[src/rtl/mem_port_arbiter.sv]
// Arbitrates the single memory port between I-cache fills and D-cache fills/write-backs.
// D has fixed priority; starve_cnt forces an I grant after STARVE_LIMIT D grants while I waits.
//
// state | meaning
// IDLE  | no grant, arbitrating pending requests
// GNT_I | I-cache line fill owns the memory port
// GNT_D | D-cache fill or write-back owns the memory port
module mem_port_arbiter #(
  parameter int ADDR_W       = 28,
  parameter int DATA_W       = 128,
  parameter int STARVE_LIMIT = 4
) (
  input  logic              clk,
  input  logic              rst_n,
  input  logic              i_mem_read,
  input  logic [ADDR_W-1:0] i_mem_addr,
  output logic [DATA_W-1:0] i_mem_rdata,
  output logic              i_mem_ready,
  input  logic              d_mem_read,
  input  logic              d_mem_write,
  input  logic [ADDR_W-1:0] d_mem_addr,
  input  logic [DATA_W-1:0] d_mem_wdata,
  output logic [DATA_W-1:0] d_mem_rdata,
  output logic              d_mem_ready,
  output logic              mem_read,
  output logic              mem_write,
  output logic [ADDR_W-1:0] mem_addr,
  output logic [DATA_W-1:0] mem_wdata,
  input  logic [DATA_W-1:0] mem_rdata,
  input  logic              mem_ready
);

  typedef enum logic [1:0] {IDLE, GNT_I, GNT_D} state_t;

  state_t     state, state_nxt;
  logic [3:0] starve_cnt;
  logic       d_req;
  logic       grant_i;
  logic       grant_d;
  logic       starved;

  assign d_req   = d_mem_read | d_mem_write;
  assign starved = (starve_cnt == 4'(STARVE_LIMIT));

  always_comb begin
    state_nxt = state;
    grant_i   = 1'b0;
    grant_d   = 1'b0;
    case (state)
      IDLE: begin
        if (i_mem_read && (!d_req || starved)) begin
          grant_i   = 1'b1;
          state_nxt = GNT_I;
        end else if (d_req) begin
          grant_d   = 1'b1;
          state_nxt = GNT_D;
        end
      end
      GNT_I, GNT_D: begin
        if (mem_ready) state_nxt = IDLE;
      end
      default: state_nxt = IDLE;
    endcase
  end

  always_ff @(posedge clk) begin
    if (!rst_n) state <= IDLE;
    else        state <= state_nxt;
  end

  // Memory-side strobes and payload are only loaded on a grant, so they stay frozen for its duration.
  always_ff @(posedge clk) begin
    if (!rst_n) begin
      mem_read  <= 1'b0;
      mem_write <= 1'b0;
      mem_addr  <= '0;
      mem_wdata <= '0;
    end else if (grant_i) begin
      mem_read  <= 1'b1;
      mem_write <= 1'b0;
      mem_addr  <= i_mem_addr;
      mem_wdata <= '0;
    end else if (grant_d) begin
      mem_read  <= d_mem_read;
      mem_write <= d_mem_write;
      mem_addr  <= d_mem_addr;
      mem_wdata <= d_mem_wdata;
    end else if (state != IDLE && mem_ready) begin
      mem_read  <= 1'b0;
      mem_write <= 1'b0;
    end
  end

  always_ff @(posedge clk) begin
    if (!rst_n) begin
      starve_cnt <= 4'd0;
    end else if (grant_i) begin
      starve_cnt <= 4'd0;
    end else if (grant_d) begin
      if (!i_mem_read)  starve_cnt <= 4'd0;
      else if (!starved) starve_cnt <= starve_cnt + 4'd1;
    end
  end

  assign i_mem_ready = (state == GNT_I) && mem_ready;
  assign d_mem_ready = (state == GNT_D) && mem_ready;
  assign i_mem_rdata = mem_rdata;
  assign d_mem_rdata = mem_rdata;

endmodule

[config.mk]
export PLATFORM = sky130hd
export DESIGN_NAME = mem_port_arbiter
export DESIGN_NICKNAME = d
export VERILOG_FILES = /design/src/rtl/mem_port_arbiter.sv
export SDC_FILE = /design/constraint.sdc
export NUM_CORES = 1
export LEC_CHECK = 0
export ABC_AREA = 1
export BUFFER_PORTS_ARGS = -buffer_cell sky130_fd_sc_hd__buf_2
export CELL_PAD_IN_SITES_DETAIL_PLACEMENT = 1
export CELL_PAD_IN_SITES_GLOBAL_PLACEMENT = 1
export CORE_AREA = 2 2 282 284
export DETAILED_ROUTE_END_ITERATION = 8
export DIE_AREA = 0 0 284 286
export HOLD_SLACK_MARGIN = 0.02
export PLACE_DENSITY_LB_ADDON = 0.1
export SLEW_MARGIN = 20
export SYNTH_ARGS = -nofsm -noshare
export SYNTH_HDL_FRONTEND = slang
export SYNTH_SLANG_ARGS = --single-unit
[constraint.sdc]
create_clock -name clk -period 3.9 [get_ports clk]
set_clock_uncertainty 0.2 [all_clocks]
set_input_delay 0.39 -clock clk [delete_from_list [all_inputs] [get_ports clk]]
set_output_delay 0.39 -clock clk [all_outputs]
set_load 0.1 [all_outputs]
==> impl_metrics.py <==
metrics = {
    "status": {
        "status": "completed",
    },
    "sta": {
        "whs_ns": 0.0766,
        "period_minus_slack_ns": 2.78,
        "worst_pin_slew_ns": 0.724,
        "finalSetupViolCount": 0,
        "fmax_mhz": 360,
        "drv_slew": 0,
        "tns_ns": 0,
        "setup_ws_ns": 1.12,
        "rsz0062_at_grt": "no",
        "fin_crit_sh_pct": 71.3,
        "maxSlewHeadroom_pct": 51.7,
        "finalHoldViolCount": 0,
    },
    "critical_path": {
        "crit_path_max_incr_delay_ns": 0.55,
        "required_ns": 4.11,
        "endpoint_kind": "register",
        "slowest_stage": "dlygate4sd3_1",
        "cp-startpoint": "starve_cnt[0]",
        "start_kind": "register",
        "r2r-start": "starve_cnt[0]",
        "crit_path_frequent_cell": "nor2_1",
        "crit_type": "reg2reg",
        "critPathArrivalTime_ns": 2.99,
        "crit_chain": "inv_1, ha_1, nand3_1, nand2_4, nand2_4, nand3_4, buf_4, nor2_1, nor2_1, dlygate4sd3_1, nor2_1",
        "crit_path_max_fanout": 35,
    },
    "grt": {
        "grt_util_met3_pct": 4.43,
        "grtUsageMet2_pct": 14.5,
        "grt_pass1_wl_um": 54900,
        "overflow": 0,
        "antenna_found_initial": 1,
        "top_usage_layer": "met2",
        "grt_start_max_net_pins": 103,
        "grt.total_usage_pct": 9.07,
        "first_global_vias": 8472,
        "use_met1_pct": 9.79,
    },
    "floorplanning": {
        "ios": 734,
        "row_count": 103,
        "initial_core_util_pct": 10.6,
        "die_y_um": 286,
        "die_area_sq_mm": 0.0812,
        "core-area_sq_mm": 0.0784,
        "fp.dieW_um": 284,
    },
    "yosys": {
        "yosys_warnings": 0,
        "synth_top_area_cell": "dfxtp_1",
        "avgSynthCellArea_sq_um": 7.49,
        "synthTopCellsByCount": "nand2_1, buf_4, dfxtp_1, a21oi_1, nand3_1",
        "synth_edf_count": 0,
        "ys_types": 23,
        "synthFlopType": "dfxtp_1",
        "synth-seq-cells": 164,
        "synth_top_area_share_pct": 39.6,
        "syn_nets": 1429,
        "async_flop_share_pct": 0,
        "seq_area_frac_synth_pct": 39.6,
        "ys_top_cells_by_area": "dfxtp_1, buf_4, nand2_1, a21oi_1, nand3_1",
        "synth_most_common_cell": "nand2_1",
        "synthCells": 1106,
        "netlist_area_sq_mm": 0.00829,
    },
    "placed_design": {
        "numPortBuffers": 349,
        "dpl.cell_count": 2199,
        "hpwl_um": 25500,
        "place_ws_ns": 1.02,
        "place_congestion": 0.678,
    },
    "clocking": {
        "cts_tree": "done",
        "clk_latency_ns": 0.47,
        "root_buffer": "clkbuf_16",
        "h-tree-depth": 4,
        "post_cts_buffers": 0,
        "clk_pin_slew_worst_paths_ns": 0.09,
        "clock_sinks": 164,
        "cts_inserted_buffers": 17,
        "clk_path_buf_depth": 2,
    },
    "pwr": {
        "ir_drop_uv": 266,
        "p_leak_nw": 5.28,
        "p_per_area_mw_per_mm2": 608,
    },
    "final_layout": {
        "antenna_cells": 0,
        "final_cell_count_no_fill": 2411,
        "layout-drive-gt1-share_pct": 29.6,
        "finalCoreUtilization_pct": 14.8,
        "layout.nets": 1671,
        "area_growth_pct": 40.4,
        "nFillCells": 9525,
    },
    "min_path": {
        "hold_class": "in2reg",
        "hold_start": "i_mem_addr[11]",
    },
    "drt": {
        "wl_per_cell_um": 15.4,
        "route.detailed.drc": 0,
        "wl_um": 37100,
        "via_per_inst": 3.23,
        "first_pass_iters": 4,
        "vias": 7778,
        "drt_iter0_drc": 183,
        "drtAntennaViolNets": 0,
    },
    "flow_run": {
        "max_cap_violations": 0,
    },
}
==> what timing repair did <==
item | in CTS | in global routing
gates resized for setup | 0 | 0
hold buffers | 180 | 0
endpoints found under the hold margin | 155 | 0
==> cells in the final DEF (no fill, tap or decap), types with 2 or more instances in the layout <==
| cell | Yosys | final |
|---|---|---|
| inv_8 | 0 | 4 |
| inv_6 | 0 | 3 |
| a21oi_1 | 135 | 135 |
| nor2_1 | 15 | 15 |
| buf_2 | 24 | 349 |
| dlygate4sd3_1 | 0 | 180 |
| inv_1 | 41 | 41 |
| buf_4 | 272 | 10 |
| clkbuf_16 | 0 | 17 |
| ha_1 | 5 | 4 |
| clkinv_4 | 0 | 2 |
| buf_12 | 0 | 3 |
| dfxtp_1 | 164 | 164 |
| nand2_1 | 329 | 329 |
| clkinvlp_4 | 0 | 3 |
| nand2_4 | 2 | 2 |
| nand3_1 | 58 | 58 |
| nand4_1 | 26 | 26 |
| o21ai_0 | 2 | 2 |
==> per-stage QoR <==
stage / cell area (sq um) / power, mW
2_1_floorplan: 8290 / 5.68
3_3_place_gp: 9240 / 5.14
3_5_place_dp: 9240 / 5.15
4_1_cts: 11600 / 7.34
5_1_grt: 11600 / 7.55
6_report: 11600 / 7.07
==> cell type report <==
type / instances / area, sq um / share of cell area (%)
Timing Repair Buffer: 542 / 3680 / 31.7
Sequential cell: 164 / 3280 / 28.2
Multi-Input combinational cell: 580 / 2600 / 22.3
Tap cell: 1050 / 1310 / 11.3
Clock buffer: 17 / 425 / 3.66
Inverter: 43 / 164 / 1.41
Clock inverter: 15 / 163 / 1.40
==> metal layers <==
metal	up-vias	part of all wire, %	wire (um)
met3	91	9.8	3650
met5	-	0.19	70
li1	3729	-	-
met1	3584	40	14700
met2	370	46	17200
met4	4	4.2	1550
==> flip-flops by register name, indices dropped and copies added, names as in the netlist <==
name	cells
mem_wdata	128
mem_addr	28
mem_read	1
starve_cnt	4
mem_write	1
state	2
==> where the power goes <==
group	total [mW]	internal, mW	switching (mW)
logic	3.21	0.666	2.55
clock network	1.83	0.909	0.922
registers	2.03	1.91	0.119
total	7.07	3.48	3.59
==> worst max-delay path, delay by kind of cell (launching register included) <==
family,cells,cell delay [ns]
simple gates,7,0.96
fa+ha+maj,1,0.21
flops,1,0.41
buf+inv,3,0.90
==> cells by family after synthesis <==
family | synth area share (%)
AO/OA/AOI/OAI | 8.58
XOR/XNOR | 0.106
adder cells (fa/ha/maj) | 0.755
AND/OR/NAND/NOR | 21.7
flip-flops | 39.6
buffers and inverters | 29.3
==> final timing paths <==
check	end	slack (ns)	cells after the start
hold / removal	mem_addr[11]	0.08	5
hold reg to reg	mem_wdata[74]	0.26	2
setup / recovery	mem_addr[1]	1.12	11
setup reg to reg	mem_addr[1]	1.12	11
Power figures use the tool's default switching activity.
